### src/rtl/risc_bus_pkg.sv
// risc_bus_pkg
//   Shared definitions for the CPU's byte-wide data bus: default address
//   width, the byte-serializer FSM state encoding and the byte-order
//   convention (high byte at the lower address) that both the store side
//   and the capture side must agree on.
package risc_bus_pkg;

  // Default byte address width of the data bus.
  localparam int ADDR_W_DEF = 13;

  // Byte-order convention: the high byte of a 16-bit word lives at the base
  // address, the low byte at base+1.
  localparam int HI_BYTE_OFFSET = 0;
  localparam int LO_BYTE_OFFSET = 1;

  // Transmit FSM states.
  typedef enum logic [1:0] {
    IDLE = 2'd0,
    HI   = 2'd1,
    LO   = 2'd2
  } tx_state_e;

  // Byte extraction helpers matching the byte-order convention above.
  function automatic logic [7:0] hi_byte(input logic [15:0] word);
    return word[15:8];
  endfunction

  function automatic logic [7:0] lo_byte(input logic [15:0] word);
    return word[7:0];
  endfunction

endpackage

### src/rtl/word_hold_reg.sv
// word_hold_reg
//   One-entry holding register for a 16-bit word plus its byte address.
//   Lets the core hand off the next word while the current one is still
//   being serialized onto the bus.
// Ports:
//   clk, rst     clock / synchronous active-low reset
//   load         capture load_word/load_addr and set full
//   load_word    word to capture
//   load_addr    byte base address to capture
//   take         consumer has copied the contents; clear full
//   full         register holds a word
//   word, addr   held contents
module word_hold_reg #(
  parameter int ADDR_W = 13
) (
  input  logic              clk,
  input  logic              rst,
  input  logic              load,
  input  logic [15:0]       load_word,
  input  logic [ADDR_W-1:0] load_addr,
  input  logic              take,
  output logic              full,
  output logic [15:0]       word,
  output logic [ADDR_W-1:0] addr
);

  logic              full_q, full_d;
  logic [15:0]       word_q, word_d;
  logic [ADDR_W-1:0] addr_q, addr_d;

  // load only happens when empty and take only when full, so the two are
  // mutually exclusive and need no priority between them.
  always_comb begin
    full_d = full_q;
    word_d = word_q;
    addr_d = addr_q;
    if (load) begin
      full_d = 1'b1;
      word_d = load_word;
      addr_d = load_addr;
    end else if (take) begin
      full_d = 1'b0;
    end
  end

  always_ff @(posedge clk) begin
    if (!rst) begin
      full_q <= 1'b0;
      word_q <= '0;
      addr_q <= '0;
    end else begin
      full_q <= full_d;
      word_q <= word_d;
      addr_q <= addr_d;
    end
  end

  assign full = full_q;
  assign word = word_q;
  assign addr = addr_q;

endmodule

### src/rtl/word_byte_tx.sv
// word_byte_tx
//   Byte-serializing store unit. Accepts a 16-bit word and byte base address
//   over a valid/ready handshake and writes it to the 8-bit bus as two byte
//   write cycles: high byte at the base address, then low byte at base+1
//   (wrapping modulo 2^ADDR_W). Each byte is held WAIT_CYC+1 cycles. A
//   one-entry holding register allows back-to-back words with no bus idle.
// Ports:
//   clk, rst        clock / synchronous active-low reset
//   in_valid        core presents a word
//   in_ready        holding register empty
//   in_word         word to store, [15:8] is the high byte
//   in_addr         byte base address
//   bus_data        byte being written (registered)
//   bus_addr        byte address being written (registered)
//   bus_wr          write strobe (registered)
//   busy            a word is held or on the bus
//   done            one-cycle pulse after a word's low byte completes
module word_byte_tx
  import risc_bus_pkg::*;
#(
  parameter int ADDR_W   = ADDR_W_DEF,
  parameter int WAIT_CYC = 0
) (
  input  logic              clk,
  input  logic              rst,
  input  logic              in_valid,
  output logic              in_ready,
  input  logic [15:0]       in_word,
  input  logic [ADDR_W-1:0] in_addr,
  output logic [7:0]        bus_data,
  output logic [ADDR_W-1:0] bus_addr,
  output logic              bus_wr,
  output logic              busy,
  output logic              done
);

  localparam int CNT_W = (WAIT_CYC > 0) ? $clog2(WAIT_CYC + 1) : 1;

  logic              hold_full;
  logic [15:0]       hold_word;
  logic [ADDR_W-1:0] hold_addr;
  logic              hold_load;
  logic              hold_take;

  tx_state_e         state_q, state_d;
  logic [CNT_W-1:0]  cnt_q, cnt_d;
  logic [15:0]       word_q, word_d;
  logic [ADDR_W-1:0] addr_q, addr_d;
  logic [7:0]        bus_data_q, bus_data_d;
  logic [ADDR_W-1:0] bus_addr_q, bus_addr_d;
  logic              bus_wr_q, bus_wr_d;
  logic              done_q, done_d;
  logic              byte_last;
  logic              start_word;

  assign hold_load = in_valid && !hold_full;

  word_hold_reg #(
    .ADDR_W(ADDR_W)
  ) u_hold (
    .clk      (clk),
    .rst      (rst),
    .load     (hold_load),
    .load_word(in_word),
    .load_addr(in_addr),
    .take     (hold_take),
    .full     (hold_full),
    .word     (hold_word),
    .addr     (hold_addr)
  );

  assign byte_last = (cnt_q == CNT_W'(WAIT_CYC));

  // Next-state and next-output logic. The bus registers are computed from the
  // state being entered, so bus_* line up with state_q without any
  // combinational path from the inputs.
  always_comb begin
    state_d    = state_q;
    cnt_d      = cnt_q;
    word_d     = word_q;
    addr_d     = addr_q;
    bus_data_d = bus_data_q;
    bus_addr_d = bus_addr_q;
    bus_wr_d   = 1'b0;
    done_d     = 1'b0;
    hold_take  = 1'b0;
    start_word = 1'b0;

    case (state_q)
      IDLE: begin
        if (hold_full) begin
          start_word = 1'b1;
        end
      end
      HI: begin
        bus_wr_d = 1'b1;
        if (byte_last) begin
          state_d    = LO;
          cnt_d      = '0;
          bus_addr_d = addr_q + ADDR_W'(LO_BYTE_OFFSET);
          bus_data_d = lo_byte(word_q);
        end else begin
          cnt_d = cnt_q + CNT_W'(1);
        end
      end
      LO: begin
        if (byte_last) begin
          done_d = 1'b1;
          cnt_d  = '0;
          if (hold_full) begin
            start_word = 1'b1;
          end else begin
            state_d = IDLE;
          end
        end else begin
          bus_wr_d = 1'b1;
          cnt_d    = cnt_q + CNT_W'(1);
        end
      end
      default: begin
        state_d = IDLE;
        cnt_d   = '0;
      end
    endcase

    // Moving a held word onto the bus: shared by IDLE->HI and LO->HI.
    if (start_word) begin
      state_d    = HI;
      cnt_d      = '0;
      hold_take  = 1'b1;
      word_d     = hold_word;
      addr_d     = hold_addr;
      bus_addr_d = hold_addr + ADDR_W'(HI_BYTE_OFFSET);
      bus_data_d = hi_byte(hold_word);
      bus_wr_d   = 1'b1;
    end
  end

  always_ff @(posedge clk) begin
    if (!rst) begin
      state_q    <= IDLE;
      cnt_q      <= '0;
      word_q     <= '0;
      addr_q     <= '0;
      bus_data_q <= '0;
      bus_addr_q <= '0;
      bus_wr_q   <= 1'b0;
      done_q     <= 1'b0;
    end else begin
      state_q    <= state_d;
      cnt_q      <= cnt_d;
      word_q     <= word_d;
      addr_q     <= addr_d;
      bus_data_q <= bus_data_d;
      bus_addr_q <= bus_addr_d;
      bus_wr_q   <= bus_wr_d;
      done_q     <= done_d;
    end
  end

  assign in_ready = !hold_full;
  assign busy     = hold_full || (state_q != IDLE);
  assign bus_data = bus_data_q;
  assign bus_addr = bus_addr_q;
  assign bus_wr   = bus_wr_q;
  assign done     = done_q;

endmodule

### config.mk
export PLATFORM = sky130hd
export DESIGN_NAME = word_byte_tx
export DESIGN_NICKNAME = d
export VERILOG_FILES = /design/src/rtl/risc_bus_pkg.sv /design/src/rtl/word_hold_reg.sv /design/src/rtl/word_byte_tx.sv
export SDC_FILE = /design/constraint.sdc
export NUM_CORES = 1
export LEC_CHECK = 0
export BUFFER_PORTS_ARGS = -buffer_cell sky130_fd_sc_hd__buf_2
export CORE_MARGIN = 10
export CORE_UTILIZATION = 50
export CTS_CLUSTER_SIZE = 28
export DETAILED_ROUTE_END_ITERATION = 8
export PLACE_DENSITY = 0.77
export SETUP_SLACK_MARGIN = 0.15
export SYNTH_ARGS = -nofsm -noshare
export SYNTH_HDL_FRONTEND = slang
export SYNTH_SLANG_ARGS = --single-unit
### constraint.sdc
create_clock -name clk -period 1.25 [get_ports clk]
set_input_delay 0 -clock clk [delete_from_list [all_inputs] [get_ports clk]]
set_output_delay 0 -clock clk [all_outputs]
set_load 0.01 [all_outputs]
==> flow_summary.toml, run 1 <==
[logic_synthesis]
synth_warnings = 0
synthTopCellsByArea = "dfxtp_1 (47%), nand2_1 (15%), a21boi_0 (14%)"
yosysTopAreaCell = "dfxtp_1"
ys_ff_latch = 76
synth_area_per_cell_um2 = 8.53
syn_inst = 382
synth_area_um2 = 3260
seq_area_frac_synth = 0.467
synth.top_cell.area_share = 0.467
synth_cell_types = 39
syn_nets = 415

[final_layout]
final_area_um2 = 5190
nNetsFinal = 541
area_growth_pct = 59.2
final_cells = 590
drive_gt1_frac = 0.460
diodes = 0
post-route-util = 0.817

[global_route]
grt_pass1_vias = 3332
use_met3 = 0.0562
grt_pass1_wl_mm = 16.3
busiest_layer = "met2"
track_usage = 0.202
antenna_found_initial = 0
grt_use_met1 = 0.220
grt_start_max_net_pins = 61
grtUsageMet2 = 0.351
overflow = 0

[drt]
dr.pass1.iters = 5
antenna_left = 0
wl_per_cell_um = 20.5
viasPerCell = 5.84
via_count = 3447
first_iter_violations = 403
drc_errors = 0
route.final.wire_length_mm = 12.1

[sta]
finalCritPeriodShare = 1.12
timing.fmax_ghz = 0.716
setup_viol = 38
fin_crit_ns = 1.40
hold_viol_final = 0
tightestPinTransition_ns = 0.317
slew_headroom = 0.788
final_max_slew_viol_count = 0
skew_ns = 0.0133
rsz0062_at_grt = "true"
fin_ws_ns = -0.147

[place]
port-buffer-count = 56
placed_cells = 512
gp_congestion = 0.853
dp_hpwl_mm = 5.72
placed_area_um2 = 3800

[setup_path]
crit_arrival_ns = 1.68
path_class = "flip-flop to flip-flop"
worstSetupStartpoint = "state_q[0]"
required_ns = 1.53
cp-start-kind = "flip-flop"
cp_cell_sequence = "buf_4, nor2b_4, buf_6, clkbuf_16, nand2_1, a21boi_1"
r2r_start = "state_q[0]"
crit_path_max_incr_delay_ns = 0.37
crit_path_max_fanout = 5
crit_path_end_kind = "flip-flop"
cp_slowest_cell = "dfxtp_4"

[clock_network]
cts_root_buf = "clkbuf_8"
cts_tree = "yes"
path_clk_slew_ns = 0.09
cts_made_buffers = 9
cts_sinks = 76
htreeDepth = 3
cts_buffer_depth = 2
clock_latency_ns = 0.36

[die]
core_area_um2 = 6350
initial_core_util = 0.513
fp.dieH_um = 101
top_level_ports = 57
fp.dieW_um = 101
dieArea_um2 = 10100
rows = 29

[power_and_ir_drop]
peakVddDrop_mv = 0.935
power_density_nw_per_um2 = 1070
leakage_nw = 2.18

[run]
drv_cap = 0

[status]
status = "finished with violations"
violations = "negative setup slack"

[hold_path]
hold_class = "input port to flip-flop"
hp-start = "rst"
[stage by stage]
stage               hold WS, ns  TNS, ns  total power [W]  setup WS, ns
finish                   0.0459    -2.61          0.00553        -0.147
global route             0.0626    -4.06          0.00567        -0.174
CTS                      0.0423  -0.0545          0.00531       -0.0545
detailed placement        0.257  -0.0440          0.00317       -0.0153
global placement          0.249        0          0.00315        0.0316
floorplan                 0.145        0          0.00295        0.0745
[synthesized netlist by cell type]
cell type,number
nand2_1,126
dfxtp_1,76
a21boi_0,60
buf_2,9
clkbuf_1,9
buf_4,8
nand3_1,8
a22oi_1,6
mux2i_1,6
o21ai_0,6
nor2_1,5
o211ai_1,5
o2bb2ai_1,5
xnor2_1,5
a21oi_1,4
inv_1,4
nor2b_1,4
and2_1,3
nand4_1,3
xor2_1,3
a31oi_1,2
and4_1,2
mux2_2,2
nor3_1,2
o211a_1,2
o21ai_1,2
o221ai_1,2
or3_1,2
a21boi_1,1
a22o_1,1
and2_0,1
and4_4,1
buf_6,1
ha_1,1
nand2b_1,1
nand3_2,1
nand4b_1,1
nor2_4,1
nor4b_2,1
[critical path, delay by kind of cell, from the launching register on]
kind                   cells  cell delay (ns)
buffers and inverters      3             0.48
DFF                        1             0.37
and+or+nand+nor            2             0.32
AOI/OAI and AO/OA          1             0.14
[layer usage]
layer  up-vias  part of all wire
met2       190              0.50
met4         0             0.039
met1      1661              0.39
met5         -                 0
met3        48             0.067
li1       1548                 -
[state kept, by name, indices dropped and copies added, names as in the netlist]
| signal | count |
|---|---|
| u_hold.word | 16 |
| addr_q | 13 |
| bus_addr | 13 |
| u_hold.addr | 13 |
| bus_data | 8 |
| word_q | 8 |
| state_q | 2 |
| bus_wr | 1 |
| done | 1 |
| u_hold.full | 1 |
[final timing paths]
check	to	slack, ns	cells after the start
setup / recovery	addr_q[6]	-0.15	6
hold / removal	addr_q[4]	0.05	2
setup reg to reg	addr_q[6]	-0.15	6
hold reg to reg	u_hold.word[12]	0.47	2
[kinds of logic after synthesis]
kind of cell / count (synthesis) / synth area share
and+or+nand+nor: 162 / 0.216
AOI/OAI and AO/OA: 96 / 0.216
DFF: 76 / 0.467
buffers and inverters: 31 / 0.0507
xor gates and xnor gates: 8 / 0.0215
muxes: 8 / 0.0253
adders and majority gates: 1 / 0.00384
[cell usage in the layout, fill, tap and decap left out, types with 3 or more instances in the layout]
cell,netlist,final
xnor2_1,5,5
dfxtp_2,0,7
a21oi_1,4,4
nand3_1,8,6
o211ai_1,5,5
xor2_1,3,3
nor2b_4,0,3
buf_4,8,29
mux2i_1,6,4
buf_6,1,12
nand2_2,0,21
a21boi_2,0,26
nand2_4,0,23
buf_12,0,10
dfxtp_4,0,5
buf_2,9,55
o21ai_1,2,8
a22oi_1,6,5
nor2_1,5,5
o2bb2ai_2,0,3
and2_1,3,3
clkbuf_8,0,9
a21boi_1,1,35
dfxtp_1,76,64
nand2_1,126,82
inv_1,4,3
nand4_1,3,3
buf_16,0,5
dlygate4sd3_1,0,29
[final cells by class]
type                    count  area [um2]
clock buffers               9         124
clock inverters             7        76.3
fillers                   292        1160
inverters                   4        15.0
multi-input cells         275        2020
flip-flops and latches     76        1550
well taps                  77        96.3
repair buffers            142        1310
[timing repair]
action	in CTS	in global routing
gates cloned	5	2
buffers inserted	16	10
pin swaps	65	42
endpoints found under the setup margin	56	75
hold endpoints to repair	29	0
resized for setup	152	59
hold buffers	29	0
[power breakdown]
group          internal, W  switching [W]  total (W)  leakage, nW
combinational     0.000513       0.000467   0.000980         1.46
clock             0.000932        0.00102    0.00195       0.0958
sequential         0.00251      0.0000886    0.00260        0.626
No activity file was read; power rests on OpenSTA's default activity.
==> run 2, diff against run 1 <==
==> constraint.sdc (replaced) <==
create_clock -name clk -period 1.25 [get_ports clk]
set_input_delay 0.125 -clock clk [delete_from_list [all_inputs] [get_ports clk]]
set_output_delay 0.125 -clock clk [all_outputs]
set_load 0.01 [all_outputs]
==> run 2 against run 1 <==
  * The run ends with negative hold slack, negative setup slack left
  * Combinational power decreased by 7.3%
  * Utilization decreased by 3.6 points
  * Sequential share of layout area increased by 1.4 points
  * Maximum frequency decreased by 6.5%
  * Setup slack got worse by 0.097 ns
  * Cell count decreased by 2.9%
  * Power increased by 6.1%
  * Non-clock buffer count decreased by 17
  * Critical endpoint is now bus_data[6]
  * Largest cell class unchanged
  * Highest routed layer unchanged
==> flow_summary.toml, run 2 (synthesis results as in run 1) <==
[place]
post-place-ws_ns = -0.0250
dp_hpwl_mm = 5.81
port-buffer-count = 56
gp_congestion = 0.869
placed_area_um2 = 3790

[setup_path]
required_ns = 1.56
r2r_start = "state_q[0]"
crit_buf_inv = 3
cp_slowest_cell = "dfxtp_4"
cp-start-kind = "flip-flop"
path_class = "flip-flop to flip-flop"
crit_arrival_ns = 1.80
crit_path_end_kind = "flip-flop"
crit_path_max_fanout = 6
r2r_end = "bus_data[6]"
cp_top_family = "simple AND/OR/NAND/NOR gates"
regToRegSetupSlack_ns = -0.24
cp_cell_sequence = "buf_4, nor2b_4, buf_6, buf_8, nand2_1, nand3_1, o211a_1"
crit_path_max_incr_delay_ns = 0.37
reg2regPathDepth = 7

[drt]
route.final.wire_length_mm = 12.1
first_iter_violations = 301
via_count = 3387
drc_errors = 0
wl_per_cell_um = 21.1
antenna_left = 0
viasPerCell = 5.91
dr.pass1.iters = 5

[power_and_ir_drop]
peakVddDrop_mv = 0.953
power_density_nw_per_um2 = 1180
leakage_nw = 2.08

[final_layout]
fillCellCount = 367
largest_reg_flops = 16
drive_gt1_frac = 0.444
diodes = 0
layout_commonest_cell = "nand2_1"
area_growth_pct = 52.2
layout_common_cells = "nand2_1 (98), dfxtp_1 (64), buf_2 (54)"
nNetsFinal = 524
final_area_um2 = 4960

[sta]
rsz0062_at_grt = "true"
slew_headroom = 0.725
fin_crit_ns = 1.49
setup_viol = 70
worst_hold_slack_ns = -0.00421
fin_ws_ns = -0.244
tightestPinTransition_ns = 0.413
finalCritPeriodShare = 1.19
skew_ns = 0.0131
final_max_slew_viol_count = 0
hold_viol_final = 4
timing.fmax_ghz = 0.669

[global_route]
track_usage = 0.196
grt_pass1_wl_mm = 15.8
grt_pass1_vias = 3206
overflow = 0
antenna_found_initial = 0
grt_start_max_net_pins = 47

[clock_network]
path_clk_slew_ns = 0.09
cts_sinks = 76
cts_root_buf = "clkbuf_8"
cts_tree = "yes"
cts_buffer_depth = 2
htreeDepth = 3
cts_made_buffers = 9
clock_latency_ns = 0.37

[hold_path]
hp-start = "in_word[1]"
whs_endpoint = "u_hold.word[1]"
hold_depth = 3
hold_class = "input port to flip-flop"

[die]
fp.dieH_um = 101
initial_core_util = 0.513
dieArea_um2 = 10100
rows = 29
core_area_um2 = 6350
top_level_ports = 57
fp.dieW_um = 101

[run]
drv_cap = 0

[status]
violations = "negative hold slack, negative setup slack"
status = "finished with violations"
[run 2: cell count changes in the layout (fill, tap and decap cells not counted), moves of 4 or more]
cell,before,now
dlygate4sd3_1,29,7
a21boi_1,35,39
buf_6,12,22
a21boi_2,26,22
buf_12,10,6
nand2_4,23,8
nand2_1,82,98
[run 2: through the flow]
step / util / std cells / total power (W) / setup TNS (ns)
2_1_floorplan: - / 382 / 0.00295 / 0
6_report: 0.781 / 573 / 0.00587 / -8.18
4_1_cts: 0.721 / 560 / 0.00566 / -0.879
3_5_place_dp: 0.597 / 513 / 0.00316 / -0.0671
3_3_place_gp: 0.597 / 513 / 0.00315 / 0
5_1_grt: 0.781 / 573 / 0.00601 / -10.74
[run 2: worst max-delay path by stage]
stage | endpoint | from | slack [ns] | depth (start not counted)
4_1_cts | busy | state_q[0] | -0.17 | 3
6_report | bus_data[6] | state_q[0] | -0.24 | 7
2_1_floorplan | bus_addr[1] | state_q[0] | 0.07 | 6
5_1_grt | u_hold.word[5] | u_hold.full | -0.26 | 7
3_5_place_dp | bus_data[7] | state_q[0] | -0.02 | 6
3_3_place_gp | bus_addr[12] | addr_q[0] | 0.03 | 5
[run 2: tightest hold or removal path, stage by stage]
cell	delay [ns]
buf_2	0.09
nand2_1	0.05
a21boi_1	0.05
[run 2: layout make-up]
cell class                      count  area [um2]  share of cell area
Clock inverter                      7         124              0.0250
Clock buffer                        9         124              0.0250
Multi-Input combinational cell    275        1900               0.384
Tap cell                           77        96.3              0.0194
Sequential cell                    76        1550               0.312
Inverter                            4        22.5             0.00454
Timing Repair Buffer              125        1140               0.230
[run 2: repair_timing]
item / CTS / global route
setup endpoints to repair: 52 / 76
hold buffers: 7 / 0
buffers inserted: 17 / 11
gates cloned: 7 / 2
pin swaps: 18 / 31
resized for setup: 114 / 80
hold endpoints to repair: 7 / 0
[run 2: report_power, final]
group / switching [W] / total, W / internal (W)
Clock: 0.00103 / 0.00237 / 0.00134
Sequential: 0.0000832 / 0.00260 / 0.00251
Combinational: 0.000433 / 0.000908 / 0.000475
Total: 0.00154 / 0.00587 / 0.00433
[run 2: routing by layer]
layer | part of all wire | vias to the layer above | global-route usage
li1 | - | 1516 | -
met1 | 0.36 | 1614 | 0.223
met2 | 0.50 | 195 | 0.328
met3 | 0.079 | 62 | 0.0466
met4 | 0.053 | 0 | 0.109
met5 | 0 | - | 0
==> run 3, diff against run 2 <==
--- a/config.mk
+++ b/config.mk
@@ -6,12 +6,14 @@
 export NUM_CORES = 1
 export LEC_CHECK = 0
 export BUFFER_PORTS_ARGS = -buffer_cell sky130_fd_sc_hd__buf_2
+export CORE_ASPECT_RATIO = 1.75
 export CORE_MARGIN = 10
 export CORE_UTILIZATION = 50
 export CTS_CLUSTER_SIZE = 28
 export DETAILED_ROUTE_END_ITERATION = 8
 export PLACE_DENSITY = 0.77
 export SETUP_SLACK_MARGIN = 0.15
+export SLEW_MARGIN = 15
 export SYNTH_ARGS = -nofsm -noshare
 export SYNTH_HDL_FRONTEND = slang
 export SYNTH_SLANG_ARGS = --single-unit
==> run 3 against run 2 <==
  * The flow still finishes with violations (negative hold slack, negative setup slack)
  * Clock-buffer cell count up 5
  * First-iteration DRC count up 38%
  * Global-route usage up 1.2 points
  * Routed wire length up 12%
  * Register-to-register slack worse by 0.08 ns
  * Via count up 4.5%
  * Worst hold slack worse by 0.013 ns
  * Die area up 1.2%
  * Critical path depth up 1
  * Sequential share of layout area down 1.4 points
  * Final area up 4.5%
  * Maximum frequency down 5.3%
  * Critical endpoint is now bus_data[5]
  * Largest cell class unchanged
==> flow_summary.toml, run 3 (synthesis results as in run 1) <==
[place]
post-place-ws_ns = -0.0421
port-buffer-count = 56
gp_congestion = 0.912
dp_hpwl_mm = 5.74
placed_cells = 512

[clock_network]
path_clk_slew_ns = 0.08
cts_made_buffers = 9
cts_root_buf = "clkbuf_8"
cts_buffer_depth = 2
clock_latency_ns = 0.37
cts_sinks = 76
htreeDepth = 3
cts_tree = "yes"

[sta]
timing.fmax_ghz = 0.634
tightestPinTransition_ns = 0.427
skew_ns = 0.0107
worst_hold_slack_ns = -0.0173
setup_tns_ns = -12.23
finalCritPeriodShare = 1.26
setup_viol = 73
final_max_slew_viol_count = 0
slew_headroom = 0.714
rsz0062_at_grt = "true"
fin_crit_ns = 1.58
hold_viol_final = 5
fin_ws_ns = -0.328

[die]
core_area_um2 = 6280
initial_core_util = 0.519
top_level_ports = 57
fp.dieH_um = 127
fp.dieW_um = 81.0
dieArea_um2 = 10300
rows = 38

[final_layout]
post-route-util = 0.826
nNetsFinal = 523
largest_reg_flops = 16
area_growth_pct = 59.1
layout_common_cells = "nand2_1 (86), dfxtp_1 (65), buf_2 (55)"
diodes = 0
fillCellCount = 337
final_cells = 574
layout_commonest_cell = "nand2_1"
drive_gt1_frac = 0.486

[setup_path]
cp_top_family = "buffers and inverters"
cp_common_cell = "buf_6"
crit_path_max_incr_delay_ns = 0.37
cp_cell_sequence = "buf_6, buf_6, nor2b_4, buf_6, buf_12, nand2_4, nand3_2, o211a_1"
path_class = "flip-flop to flip-flop"
required_ns = 1.55
cp_slowest_cell = "dfxtp_4"
cp-start-kind = "flip-flop"
crit_buf_inv = 4
crit_path_end_kind = "flip-flop"
crit_path_max_fanout = 6
crit_arrival_ns = 1.88

[drt]
via_count = 3538
antenna_left = 0
viasPerCell = 6.16
dr.pass1.iters = 8
first_iter_violations = 414
drc_errors = 0
route.final.wire_length_mm = 13.5
wl_per_cell_um = 23.6

[global_route]
grt_start_max_net_pins = 40
grtUsageMet2 = 0.367
grt_pass1_wl_mm = 16.7
track_usage = 0.208
busiest_layer = "met2"
use_met3 = 0.0573
overflow = 0
antenna_found_initial = 0
grt_use_met1 = 0.211
grt_pass1_vias = 3379

[power_and_ir_drop]
leakage_nw = 2.29
peakVddDrop_mv = 1.15
power_density_nw_per_um2 = 1060

[status]
violations = "negative hold slack, negative setup slack"
status = "finished with violations"

[run]
drv_cap = 0

[hold_path]
hold_class = "input port to flip-flop"
## run 3: cell count changes in the layout (fill, tap and decap cells not counted), sizes merged
cell	before	now
clkinv	2	1
clkinvlp	1	0
clkbuf	11	17
bufbuf	1	0
dlygate4sd3	7	5
buf	115	116
inv	5	4
bufinv	3	0
## run 3: final timing paths
path                    from               to  slack, ns  cells after the start
max reg2reg      u_hold.full      bus_data[5]      -0.33                      8
max              u_hold.full      bus_data[5]      -0.33                      8
min               in_addr[5]   u_hold.addr[5]      -0.02                      3
min reg2reg  u_hold.word[12]  u_hold.word[12]       0.46                      2
## run 3: per-stage QoR
stage | power [W] | hold slack [ns] | cell area [um2]
after floorplan | 0.00295 | 0.270 | 3310
after global placement | 0.00315 | 0.376 | 3770
after detailed placement | 0.00316 | 0.382 | 3770
after CTS | 0.00521 | 0.00115 | 4640
after global routing | 0.00566 | -0.00961 | 5180
final | 0.00551 | -0.0173 | 5180
## run 3: area by class of cell
class                   instances  area, um2  share of cell area
multi-input cells             275       2080               0.402
flip-flops and latches         76       1550               0.299
repair buffers                124       1240               0.240
clock buffers                  14        183              0.0352
well taps                      80        100              0.0193
inverters                       4       22.5             0.00434
clock inverters                 1       5.00            0.000965
## run 3: layer usage
layer,part of all wire,wire length [um],up-vias
met1,0.32,4350,1681
li1,-,-,1517
met2,0.52,7070,233
met5,0,0,-
met3,0.077,1050,107
met4,0.080,1080,0
## run 3: what timing repair did
| item | CTS | global route |
|---|---|---|
| hold buffers | 3 | 2 |
| cloned | 8 | 3 |
| resized for setup | 110 | 129 |
| endpoints found under the setup margin | 52 | 78 |
| buffers inserted | 23 | 8 |
| pin swaps | 29 | 80 |
| hold endpoints to repair | 3 | 2 |
## run 3: tightest hold or removal path: stages
cell and delay (ns):
buf_2 0.10, nand2_2 0.05, a21boi_2 0.04
## run 3: where the power goes
part	switching (W)	leakage (nW)	internal, W
clock network	0.000918	0.0986	0.000926
registers	0.000109	0.626	0.00251
logic	0.000503	1.56	0.000545
